===== config.mk =====
export PLATFORM = sky130hd
export DESIGN_NAME = text_write_ctrl_flat
export DESIGN_NICKNAME = d
export VERILOG_FILES = /design/src/rtl/text_write_ctrl_if.sv /design/src/rtl/text_write_ctrl.sv /design/src/flat_wrapper.sv
export SDC_FILE = /design/constraint.sdc
export NUM_CORES = 1
export LEC_CHECK = 0
export BUFFER_PORTS_ARGS = -buffer_cell sky130_fd_sc_hd__buf_2
export CORE_MARGIN = 1.5
export CORE_UTILIZATION = 56
export DETAILED_ROUTE_END_ITERATION = 10
export GPL_TIMING_DRIVEN = 1
export PLACE_DENSITY = 0.79
export SLEW_MARGIN = 30
export SYNTH_ARGS = -nofsm -noshare
export SYNTH_HDL_FRONTEND = slang
export SYNTH_SLANG_ARGS = --single-unit
export TNS_END_PERCENT = 30

===== constraint.sdc =====
create_clock -name clk -period 2.5 [get_ports clk]
set_input_delay 0.125 -clock clk [delete_from_list [all_inputs] [get_ports clk]]
set_output_delay 0.125 -clock clk [all_outputs]
set_load 0.03 [all_outputs]

===== src/rtl/text_write_ctrl_if.sv =====
// Byte-in / character-RAM-out bus of the text write controller.
// Carries UART byte handshake, clear request, RAM write port and cursor/status.
interface text_write_ctrl_if #(
  parameter int unsigned ROW_W = 2,
  parameter int unsigned COL_W = 5
);
  logic [7:0]       rx_data;
  logic             rx_valid;
  logic             rx_ready;
  logic             clr_req;
  logic             wr_en;
  logic [ROW_W-1:0] wr_row;
  logic [COL_W-1:0] wr_col;
  logic [7:0]       wr_data;
  logic [ROW_W-1:0] cur_row;
  logic [COL_W-1:0] cur_col;
  logic             busy;

  modport master (
    output rx_data, rx_valid, clr_req,
    input  rx_ready, wr_en, wr_row, wr_col, wr_data, cur_row, cur_col, busy
  );

  modport slave (
    input  rx_data, rx_valid, clr_req,
    output rx_ready, wr_en, wr_row, wr_col, wr_data, cur_row, cur_col, busy
  );
endinterface


===== src/rtl/text_write_ctrl.sv =====
// Turns received UART bytes into character-RAM writes with a text cursor,
// handling CR/LF/BS and a full-screen clear sweep.
module text_write_ctrl #(
  parameter int unsigned COLS  = 32,
  parameter int unsigned ROWS  = 4,
  parameter logic [7:0]  BLANK = 8'h20
) (
  input logic              clk,
  input logic              reset,
  text_write_ctrl_if.slave bus
);
  localparam int unsigned COL_W = $clog2(COLS);
  localparam int unsigned ROW_W = $clog2(ROWS);
  localparam int unsigned IDX_W = ROW_W + COL_W;
  localparam logic [7:0]  CH_BS = 8'h08;
  localparam logic [7:0]  CH_LF = 8'h0A;
  localparam logic [7:0]  CH_CR = 8'h0D;

  typedef enum logic [1:0] {IDLE, EMIT, CLEAR} state_e;

  typedef struct packed {
    logic             we;
    logic [ROW_W-1:0] wrow;
    logic [COL_W-1:0] wcol;
    logic [7:0]       wdata;
    logic [ROW_W-1:0] nrow;
    logic [COL_W-1:0] ncol;
  } step_t;

  // Effect of one byte on the cursor: optional RAM write plus the new cursor.
  function automatic step_t decode(input logic [7:0] b, input logic [ROW_W-1:0] r,
                                   input logic [COL_W-1:0] c, input logic cr_seen);
    step_t s;
    s.we    = 1'b0;
    s.wrow  = r;
    s.wcol  = c;
    s.wdata = b;
    s.nrow  = r;
    s.ncol  = c;
    if (b >= 8'h20 && b <= 8'h7E) begin
      s.we   = 1'b1;
      s.ncol = c + COL_W'(1);
      if (c == COL_W'(COLS - 1)) s.nrow = r + ROW_W'(1);
    end else if (b == CH_CR || (b == CH_LF && !cr_seen)) begin
      s.ncol = '0;
      s.nrow = r + ROW_W'(1);
    end else if (b == CH_BS) begin
      if (c != '0) begin
        s.ncol  = c - COL_W'(1);
        s.we    = 1'b1;
        s.wcol  = c - COL_W'(1);
        s.wdata = BLANK;
      end else if (r != '0) begin
        s.nrow  = r - ROW_W'(1);
        s.ncol  = COL_W'(COLS - 1);
        s.we    = 1'b1;
        s.wrow  = r - ROW_W'(1);
        s.wcol  = COL_W'(COLS - 1);
        s.wdata = BLANK;
      end
    end
    return s;
  endfunction

  state_e           state_q, state_d;
  logic [7:0]       byte_q, byte_d;
  logic             pend_q, pend_d;
  logic             cr_seen_q, cr_seen_d;
  logic             rx_ready_q, rx_ready_d;
  logic             busy_q, busy_d;
  logic [IDX_W-1:0] sweep_q, sweep_d;
  logic [ROW_W-1:0] row_q, row_d, wr_row_q, wr_row_d;
  logic [COL_W-1:0] col_q, col_d, wr_col_q, wr_col_d;
  logic             wr_en_q, wr_en_d;
  logic [7:0]       wr_data_q, wr_data_d;
  step_t            step_in_c, step_emit_c;

  // Write is decoded at accept so wr_* are visible during EMIT; the cursor
  // moves on the edge that ends EMIT, from the latched byte.
  always_comb begin
    state_d     = state_q;
    byte_d      = byte_q;
    pend_d      = pend_q;
    cr_seen_d   = cr_seen_q;
    sweep_d     = sweep_q;
    row_d       = row_q;
    col_d       = col_q;
    wr_en_d     = 1'b0;
    wr_row_d    = wr_row_q;
    wr_col_d    = wr_col_q;
    wr_data_d   = wr_data_q;
    step_in_c   = decode(bus.rx_data, row_q, col_q, cr_seen_q);
    step_emit_c = decode(byte_q, row_q, col_q, cr_seen_q);

    if (bus.clr_req && state_q != CLEAR) pend_d = 1'b1;

    case (state_q)
      IDLE: begin
        // A clear request in the same cycle as a valid byte wins.
        if (pend_q || bus.clr_req) begin
          state_d   = CLEAR;
          wr_en_d   = 1'b1;
          wr_row_d  = '0;
          wr_col_d  = '0;
          wr_data_d = BLANK;
          sweep_d   = IDX_W'(1);
        end else if (bus.rx_valid && rx_ready_q) begin
          state_d   = EMIT;
          byte_d    = bus.rx_data;
          wr_en_d   = step_in_c.we;
          wr_row_d  = step_in_c.wrow;
          wr_col_d  = step_in_c.wcol;
          wr_data_d = step_in_c.wdata;
        end
      end
      EMIT: begin
        state_d   = IDLE;
        row_d     = step_emit_c.nrow;
        col_d     = step_emit_c.ncol;
        cr_seen_d = (byte_q == CH_CR);
      end
      CLEAR: begin
        if (sweep_q == '0) begin
          state_d   = IDLE;
          row_d     = '0;
          col_d     = '0;
          pend_d    = 1'b0;
          cr_seen_d = 1'b0;
        end else begin
          wr_en_d              = 1'b1;
          {wr_row_d, wr_col_d} = sweep_q;
          wr_data_d            = BLANK;
          sweep_d              = sweep_q + IDX_W'(1);
        end
      end
      default: state_d = IDLE;
    endcase

    rx_ready_d = (state_d == IDLE) && !pend_d;
    busy_d     = (state_d == CLEAR);
  end

  always_ff @(posedge clk or negedge reset) begin
    if (!reset) begin
      state_q    <= IDLE;
      byte_q     <= 8'h00;
      pend_q     <= 1'b0;
      cr_seen_q  <= 1'b0;
      rx_ready_q <= 1'b0;
      busy_q     <= 1'b0;
      sweep_q    <= '0;
      row_q      <= '0;
      col_q      <= '0;
      wr_en_q    <= 1'b0;
      wr_row_q   <= '0;
      wr_col_q   <= '0;
      wr_data_q  <= 8'h00;
    end else begin
      state_q    <= state_d;
      byte_q     <= byte_d;
      pend_q     <= pend_d;
      cr_seen_q  <= cr_seen_d;
      rx_ready_q <= rx_ready_d;
      busy_q     <= busy_d;
      sweep_q    <= sweep_d;
      row_q      <= row_d;
      col_q      <= col_d;
      wr_en_q    <= wr_en_d;
      wr_row_q   <= wr_row_d;
      wr_col_q   <= wr_col_d;
      wr_data_q  <= wr_data_d;
    end
  end

  assign bus.rx_ready = rx_ready_q;
  assign bus.busy     = busy_q;
  assign bus.wr_en    = wr_en_q;
  assign bus.wr_row   = wr_row_q;
  assign bus.wr_col   = wr_col_q;
  assign bus.wr_data  = wr_data_q;
  assign bus.cur_row  = row_q;
  assign bus.cur_col  = col_q;
endmodule


===== src/flat_wrapper.sv =====
// flat-port wrapper written by rule: the top's interface ports become plain ports
module text_write_ctrl_flat 
#(
  parameter int unsigned COLS  = 32,
  parameter int unsigned ROWS  = 4,
  parameter logic [7:0]  BLANK = 8'h20
)
  (clk, reset, bus_rx_data, bus_rx_valid, bus_clr_req, bus_rx_ready, bus_wr_en, bus_wr_row, bus_wr_col, bus_wr_data, bus_cur_row, bus_cur_col, bus_busy);
  text_write_ctrl_if #(.ROW_W(2), .COL_W(5)) bus_i ();
  input logic clk;
  input logic reset;
  input wire logic [$bits(bus_i.rx_data)-1:0] bus_rx_data;
  input wire logic [$bits(bus_i.rx_valid)-1:0] bus_rx_valid;
  input wire logic [$bits(bus_i.clr_req)-1:0] bus_clr_req;
  output wire logic [$bits(bus_i.rx_ready)-1:0] bus_rx_ready;
  output wire logic [$bits(bus_i.wr_en)-1:0] bus_wr_en;
  output wire logic [$bits(bus_i.wr_row)-1:0] bus_wr_row;
  output wire logic [$bits(bus_i.wr_col)-1:0] bus_wr_col;
  output wire logic [$bits(bus_i.wr_data)-1:0] bus_wr_data;
  output wire logic [$bits(bus_i.cur_row)-1:0] bus_cur_row;
  output wire logic [$bits(bus_i.cur_col)-1:0] bus_cur_col;
  output wire logic [$bits(bus_i.busy)-1:0] bus_busy;
  assign bus_i.rx_data = bus_rx_data;
  assign bus_i.rx_valid = bus_rx_valid;
  assign bus_i.clr_req = bus_clr_req;
  assign bus_rx_ready = bus_i.rx_ready;
  assign bus_wr_en = bus_i.wr_en;
  assign bus_wr_row = bus_i.wr_row;
  assign bus_wr_col = bus_i.wr_col;
  assign bus_wr_data = bus_i.wr_data;
  assign bus_cur_row = bus_i.cur_row;
  assign bus_cur_col = bus_i.cur_col;
  assign bus_busy = bus_i.busy;
  text_write_ctrl #(.COLS(COLS), .ROWS(ROWS), .BLANK(BLANK)) u_core (.clk(clk), .reset(reset), .bus(bus_i));
endmodule

==> results_dict.tcl, run 1 <==
set metrics [dict create \
    crit_type "reg -> reg" \
    fin_cells 321 \
    crit_slowest_cell "or4b_4" \
    synth_largest_area_cell "dfrtp_1" \
    finalSetupViolCount 0 \
    synthesis.nets 249 \
    synth_top_cells_by_count "dfrtp_1 (44), nand2_1 (18), nor2_1 (17)" \
    p_leak_nw 1.39 \
    dpl.hpwl_um 3820 \
    dp_slack_ns 0.201 \
    grt_pass1_vias 1860 \
    drc 0 \
    worst_hold_path_type "in -> reg" \
    firstDrtPassIters 4 \
    min_path_cells 3 \
    ant_nets 0 \
    synth.cell_area_um2 2420 \
    reg2reg_depth 7 \
    coreArea_um2 4090 \
    finalNetCount 290 \
    cap_violations 0 \
    cp_cell_sequence "inv_1, ha_1, or4b_4, o211a_4, o221ai_2, o21ai_1, mux2_2" \
    ys_warn_count 0 \
    grt_pass1_wl_um 8930 \
    syn_avg_cell_area_um2 10.6 \
    fmaxAchievable_mhz 427 \
    die_h_um 68.8 \
    status "finished, final reports clean" \
    area_growth_pct 15.4 \
    insertion_delay_ns 0.31 \
    ys_types 51 \
    crit_path_end_kind "flop" \
    drtIter0Drc 200 \
    slew_violations 0 \
    slew_headroom 0.594 \
    synth_seq_cells 44 \
    grt-ovfl-total 0 \
    n_fill_cell 315 \
    tightest_slew_ns 0.606 \
    diodes 0 \
    syn-instance-count 229 \
    h-tree-depth 2 \
    grt_setup_unrepaired "false" \
    clock_skew_ns 0.00905 \
    ios 37 \
    synth-main-ff-cell "dfrtp_1" \
    timing.setup.tns_ns 0 \
    path_max_fanout 8 \
    clk_pin_slew_ns 0.09 \
    cts_tree "done" \
    p_per_area_nw_per_um2 1140 \
    portBuffers 36 \
    regArea_um2 1100 \
    yosys-top-cells-area "dfrtp_1 (45%), mux2_2 (5.1%), ha_1 (4.1%)" \
    die_x_um 68.8 \
    arrival_ns 2.54 \
    rows 23 \
    multi_input_area_um2 1250 \
    antenna_found_initial 0 \
    cts_buffer_depth 2 \
    critPathLaunchType "flop" \
    fin_crit_ns 2.34 \
    synth_top_cell_area_share 0.454 \
    worstPathRequired_ns 2.70 \
    via_per_inst 5.93 \
    wl_per_cell_um 16.4 \
    timing.final.ws_setup_ns 0.160 \
    num_vias 1902 \
    finalCritPeriodShare 0.936 \
    synth_most_common_cell "dfrtp_1" \
    initial_core_util 0.593 \
    clock-root-buffer "clkbuf_8" \
    synth_seq_area_share 0.454 \
    wl_um 5250 \
    max_stage_delay_ns 0.55 \
    cts_buffers 5 \
    cts_sinks 44 \
    drive_gt1_frac 0.284 \
    die_area_um2 4730 \
    track_usage 0.261 \
    grt_max_degree 45 \
    cts_setup_buffers 0 \
    synth_edf_count 0 \
    hold_violations 0 \
    gp_congestion 0.838 \
    synthArstFlopShare 1.00 \
    dp_cells 312 \
    vdd_drop_max_mv 0.598 \
]
## area by class of cell
type,count,area share
repair buffers,41,0.0796
clock inverters,3,0.0179
clock buffers,5,0.0246
inverters,12,0.0161
multi-input cells,166,0.446
well taps,50,0.0224
flip-flops and latches,44,0.394
## metal layers
metal	part of all wire	wire length (um)	vias up	global-route usage
met5	0	0	-	0
met4	0.021	112	0	0.108
met3	0.040	212	12	0.0552
met2	0.45	2370	49	0.391
met1	0.49	2550	913	0.368
li1	-	-	928	-
## through the flow
step | power, mW | utilization | area, um2 | hold WS [ns]
floorplan | 2.23 | - | 2420 | -0.171
global placement | 2.59 | 0.652 | 2670 | 0.331
detailed placement | 2.61 | 0.652 | 2670 | 0.340
CTS | 3.19 | 0.681 | 2780 | 0.00616
global route | 3.42 | 0.684 | 2800 | 0.119
finish | 3.19 | 0.684 | 2800 | 0.111
## final timing paths
| path | to | slack, ns | startpoint |
|---|---|---|---|
| min in group asynchronous | u_core.bus.wr_data[4] | 0.33 | reset |
| max in group asynchronous | u_core.sweep_q[4] | 1.78 | reset |
| max reg2reg | u_core.bus.wr_col[1] | 0.16 | u_core.bus.cur_col[1] |
| min reg2reg | u_core.bus.wr_row[1] | 0.50 | u_core.bus.wr_row[1] |
| max | u_core.bus.wr_col[1] | 0.16 | u_core.bus.cur_col[1] |
| min | u_core.byte_q[3] | 0.11 | bus_rx_data[3] |
## report_power, final
| part | leakage [nW] | internal [mW] | total [mW] | switching [mW] |
|---|---|---|---|---|
| sequential | 0.576 | 0.900 | 1.11 | 0.213 |
| clock | 0.0607 | 0.308 | 0.574 | 0.266 |
| combinational | 0.755 | 0.573 | 1.51 | 0.935 |
## registers in the layout (all words and copies together), names as in the netlist, 2 cells and up
register and cells:
u_core.bus.cur_col 5, u_core.bus.cur_row 2, u_core.bus.wr_col 5, u_core.bus.wr_data 8, u_core.bus.wr_row 2, u_core.byte_q 8, u_core.state_q 2, u_core.sweep_q 7
## repair_timing
action | in CTS | in global routing
endpoints found under the hold margin | 0 | 44
hold buffers | 0 | 1
gates resized for setup | 0 | 0
## logic make-up (layout without fill, tap and decap cells)
family / Yosys count / in the layout / share of synthesized area
and+or+nand+nor: 77 / 77 / 0.180
AOI/OAI and AO/OA: 50 / 50 / 0.157
DFF: 44 / 44 / 0.454
muxes: 23 / 23 / 0.104
buffers and inverters: 19 / 61 / 0.0336
adders and majority gates: 8 / 8 / 0.0413
xor gates and xnor gates: 8 / 8 / 0.0289
## cell usage in the layout, fill, tap and decap left out, types with 3 or more instances in the layout
master / instances
a21oi_1: 8
and3_1: 6
nand3_1: 8
buf_2: 35
nor2_1: 17
dfrtp_1: 44
o21ai_1: 3
nor4b_2: 4
mux2_2: 11
clkbuf_8: 5
xor2_1: 7
nor3_1: 7
ha_1: 8
nand4_1: 5
o21ai_0: 10
mux2i_1: 5
o2111ai_1: 3
a22o_1: 7
mux2_1: 7
buf_4: 5
nand2_1: 18
inv_1: 11
## critical path: cells and delay by family (launching register included)
| kind | cells | cell delay (ns) |
|---|---|---|
| buf+inv | 1 | 0.09 |
| simple gates | 1 | 0.55 |
| fa+ha+maj | 1 | 0.28 |
| compound gates | 3 | 0.56 |
| mux | 1 | 0.27 |
| flops | 1 | 0.47 |
Note: power is estimated with default switching activity, not from simulation.
==> run 2, diff against run 1 <==
- CORE_UTILIZATION: 56 -> 47
- PLACE_DENSITY: 0.79 -> 0.68
- RECOVER_POWER: default -> 100
==> run 2 against run 1 <==
Against the previous run:
- sequential power barely moved
- highest routed layer unchanged
- combinational power is essentially flat
- clock power fell by 18%
- non-clock buffer count rose by 2
- hold slack lost 0.0038 ns
- final cell count up 5.9%
- via count grew 1.5%
- global-route usage is 4.3 points lower
- sequential share of layout area rose by 0.66 points
- clock skew increased by 0.0057 ns
==> results_dict.tcl, run 2 (same netlist as run 1, synthesis figures left out) <==
set metrics [dict create \
    diodes 0 \
    finalCritPeriodShare 0.922 \
    p_sw_mw 1.40 \
    coreArea_um2 4850 \
    layout_common_cells "dfrtp_1 (44), clkbuf_1 (29), nand2_1 (18)" \
    cap_violations 0 \
    cts_hold_buf 1 \
    p_per_area_nw_per_um2 1110 \
    dpl.hpwl_um 3940 \
    clk_pin_slew_ns 0.09 \
    r2r_start "u_core.bus.cur_col[1]" \
    num_vias 1931 \
    dp_cells 331 \
    antenna_found_initial 0 \
    clkPwrFrac 0.154 \
    hp-start "bus_rx_data[3]" \
    wl_um 5470 \
    cts_setup_buffers 0 \
    cts_tree "done" \
    timing.setup.tns_ns 0 \
    holdPathEnd "u_core.byte_q[3]" \
    worst_hold_path_type "in -> reg" \
    reg2reg_depth 7 \
    grt-ovfl-total 0 \
    clock_skew_ns 0.0147 \
    portBuffers 36 \
    critPathLaunchType "flop" \
    rows 25 \
    die_area_um2 5600 \
    grt_max_degree 45 \
    finalNetCount 292 \
    crit_path_end_kind "flop" \
    internal_power_mw 1.66 \
    initial_core_util 0.500 \
    crit_type "reg -> reg" \
    insertion_delay_ns 0.30 \
    grt_setup_unrepaired "false" \
    wl_per_cell_um 16.1 \
    via_per_inst 5.68 \
    status "finished, final reports clean" \
    vdd_drop_max_mv 0.659 \
    fin_crit_ns 2.31 \
    h-tree-depth 2 \
    hold_violations 0 \
    ctsResizeCount 0 \
    grt_pass1_vias 1881 \
    cts_sinks 44 \
    cts_buffers 5 \
    grt_pass1_wl_um 9160 \
    slew_headroom 0.275 \
    tightest_slew_ns 1.09 \
    ios 37 \
    final_common_cell "dfrtp_1" \
    crit_slowest_cell "or4b_1" \
    worst-r2r-setup-slack_ns 0.19 \
    fin_cells 340 \
    gp_congestion 0.842 \
    clock-root-buffer "clkbuf_8" \
    die_h_um 74.8 \
    p_comb_frac 0.487 \
    fmaxAchievable_mhz 434 \
    path_max_fanout 8 \
    p_leak_nw 1.28 \
    firstDrtPassIters 4 \
    worstPathRequired_ns 2.68 \
    cts_buffer_depth 2 \
    area_growth_pct 13.5 \
    ant_nets 0 \
    swShare 0.458 \
    min_path_cells 3 \
    drive_gt1_frac 0.168 \
    track_usage 0.217 \
    finalSetupViolCount 0 \
    arrival_ns 2.49 \
    slew_violations 0 \
    drc 0 \
    drtIter0Drc 202 \
    worstReg2RegEnd "u_core.bus.wr_col[0]" \
    power_frac_seq 0.360 \
    cp_cell_sequence "inv_1, ha_1, or4b_1, o211a_4, nor2_1, o32ai_1, mux2_2" \
    max_stage_delay_ns 0.56 \
    die_x_um 74.8 \
]
-- run 2: cell type report --
cell class,instances,area [um2]
Fill cell,453,2100
Multi-Input combinational cell,166,1230
Sequential cell,44,1100
Timing Repair Buffer,43,193
Clock buffer,7,86.3
Tap cell,67,83.8
Inverter,12,45.0
Clock inverter,1,7.51
-- run 2: through the flow --
stage | util | setup WS (ns) | hold WS, ns | total power [mW] | cell area (um2)
after floorplan | - | 0.242 | -0.171 | 2.23 | 2420
after global placement | 0.557 | 0.314 | 0.338 | 2.63 | 2700
after detailed placement | 0.558 | 0.259 | 0.157 | 2.64 | 2700
after CTS | 0.579 | 0.252 | 0.0938 | 3.12 | 2810
after global routing | 0.567 | 0.0539 | 0.112 | 3.29 | 2750
final | 0.567 | 0.194 | 0.107 | 3.06 | 2750
-- run 2: metal layers --
layer | GRT usage | vias up | share of wire
met5 | 0 | - | 0
met4 | 0.0646 | 0 | 0.013
met3 | 0.0522 | 8 | 0.044
met2 | 0.331 | 43 | 0.44
met1 | 0.310 | 951 | 0.50
li1 | - | 929 | -
-- run 2: power by group through the flow --
stage / Sequential (mW) / Clock [mW] / Combinational, mW
2_1_floorplan: 1.21 / 0 / 1.02
3_3_place_gp: 1.11 / 0 / 1.53
3_5_place_dp: 1.11 / 0 / 1.53
4_1_cts: 1.10 / 0.477 / 1.54
5_1_grt: 1.13 / 0.515 / 1.64
6_report: 1.10 / 0.469 / 1.49
-- run 2: worst max-delay path by stage --
stage	from	to	slack (ns)	depth (start not counted)
final	u_core.bus.cur_col[1]	u_core.bus.wr_col[0]	0.19	7
after floorplan	u_core.bus.cur_col[0]	u_core.bus.wr_col[1]	0.24	7
after CTS	u_core.bus.cur_col[1]	u_core.bus.wr_col[0]	0.25	7
after global routing	u_core.sweep_q[1]	u_core.bus.wr_col[0]	0.05	8
after detailed placement	u_core.bus.cur_col[1]	u_core.bus.wr_col[0]	0.26	7
after global placement	u_core.bus.cur_col[1]	u_core.bus.wr_col[1]	0.31	7
-- run 2: critical path, delay by kind of cell, from the launching register on --
family | cells | cell delay (ns)
muxes | 1 | 0.28
AOI/OAI and AO/OA | 2 | 0.41
buffers and inverters | 1 | 0.08
and+or+nand+nor | 2 | 0.67
DFF | 1 | 0.46
adders and majority gates | 1 | 0.28
==> run 3, diff against run 2 <==
- CTS_CLUSTER_DIAMETER: default -> 80
- PLACE_DENSITY: 0.68 -> 0.76
==> run 3 against run 2 <==
Against the previous run:
- die area did not move
- sequential cell count is the same
- largest power group unchanged
- critical endpoint is now u_core.bus.wr_col[3]
- via count rose by 3.3%
- final cell count is 0.59% lower
==> results_dict.tcl, run 3 (same netlist as run 1, synthesis figures left out) <==
set metrics [dict create \
    fin_crit_ns 2.32 \
    p_total_mw 3.03 \
    drc 0 \
    grt_pass1_wl_um 9060 \
    grt_pass1_vias 1896 \
    slew_headroom 0.272 \
    crit_type "reg -> reg" \
    ios 37 \
    coreArea_um2 4850 \
    final_common_cell "dfrtp_1" \
    tightest_slew_ns 1.09 \
    cts_buffer_depth 2 \
    initial_core_util 0.500 \
    grt-ovfl-total 0 \
    clock-root-buffer "clkbuf_8" \
    worstReg2RegEnd "u_core.bus.wr_col[3]" \
    ant_nets 0 \
    rows 25 \
    worst_hold_path_type "in -> reg" \
    r2r_start "u_core.bus.cur_col[1]" \
    path_max_fanout 8 \
    die_h_um 74.8 \
    reg2reg_depth 7 \
    finalSetupViolCount 0 \
    clock_skew_ns 0.00830 \
    wl_per_cell_um 16.2 \
    cts_sinks 44 \
    drtIter0Drc 246 \
    portBuffers 36 \
    slew_violations 0 \
    min_path_cells 3 \
    layout_common_cells "dfrtp_1 (44), clkbuf_1 (29), nand2_1 (18)" \
    status "finished, final reports clean" \
    via_per_inst 5.90 \
    finalCritPeriodShare 0.930 \
    wl_um 5490 \
    cts_tree "done" \
    worst-r2r-setup-slack_ns 0.18 \
    grt_setup_unrepaired "false" \
    drive_gt1_frac 0.170 \
    final_core_util 0.564 \
    gp_congestion 0.852 \
    holdPathEnd "u_core.byte_q[3]" \
    p_per_area_nw_per_um2 1110 \
    die_x_um 74.8 \
    critPathLaunchType "flop" \
    dpl.hpwl_um 3970 \
    cts_setup_buffers 0 \
    area_growth_pct 12.8 \
    vdd_drop_max_mv 0.681 \
    crit_path_end_kind "flop" \
    grt_max_degree 45 \
    insertion_delay_ns 0.30 \
    num_vias 1995 \
    finalNetCount 291 \
    p_leak_nw 1.26 \
    worstPathRequired_ns 2.68 \
    fmaxAchievable_mhz 430 \
    clk_pin_slew_ns 0.08 \
    timing.setup.tns_ns 0 \
    antenna_found_initial 0 \
    cap_violations 0 \
    hp-start "bus_rx_data[3]" \
    die_area_um2 5600 \
    hold_ws_ns 0.0982 \
    h-tree-depth 2 \
    firstDrtPassIters 4 \
    n_fill_cell 429 \
    cts_buffers 5 \
    arrival_ns 2.51 \
    track_usage 0.214 \
    hold_violations 0 \
    diodes 0 \
]
## run 3: where the power goes
group	switching, mW	internal (mW)	total, mW
logic	0.951	0.538	1.49
registers	0.218	0.900	1.12
clock network	0.236	0.189	0.425
## run 3: critical path, cell delays in order, from the launching register on
cell     delay, ns
dfrtp_1       0.48
inv_1         0.09
ha_1          0.30
or4b_4        0.54
o211a_4       0.28
o32ai_1       0.15
o21ai_1       0.10
mux2_2        0.27
## run 3: metal layers
layer	GRT usage	vias to the layer above	share of wire
met5	0	-	0
met4	0.0646	0	0.012
met3	0.0455	7	0.053
met2	0.333	72	0.47
met1	0.303	987	0.46
li1	-	929	-
## run 3: per-stage QoR
step	cell area [um2]	cells	worst slack, ns
floorplan	2420	229	0.242
global placement	2690	330	0.294
detailed placement	2690	330	0.202
CTS	2780	337	0.199
global route	2730	338	0.0558
finish	2730	338	0.175
## run 3: cell type report
| class | instances | area, um2 | share of cell area |
|---|---|---|---|
| multi-input cells | 166 | 1240 | 0.454 |
| flip-flops and latches | 44 | 1100 | 0.403 |
| well taps | 67 | 83.8 | 0.0307 |
| inverters | 12 | 45.0 | 0.0165 |
| repair buffers | 42 | 181 | 0.0664 |
| clock inverters | 2 | 12.5 | 0.00458 |
| clock buffers | 5 | 68.8 | 0.0252 |
## run 3: how the worst max path moves through the flow
stage / from / endpoint / slack [ns]
finish: u_core.bus.cur_col[1] / u_core.bus.wr_col[3] / 0.18
global route: u_core.sweep_q[1] / u_core.bus.wr_col[3] / 0.06
CTS: u_core.bus.cur_col[1] / u_core.bus.wr_col[2] / 0.20
detailed placement: u_core.bus.cur_col[1] / u_core.bus.wr_col[2] / 0.20
global placement: u_core.bus.cur_col[1] / u_core.bus.wr_col[3] / 0.29
floorplan: u_core.bus.cur_col[0] / u_core.bus.wr_col[1] / 0.24
## run 3: repair_timing
item,4_1_cts,5_1_grt
hold buffers,0,1
gates resized for setup,0,0
hold endpoints to repair,0,44
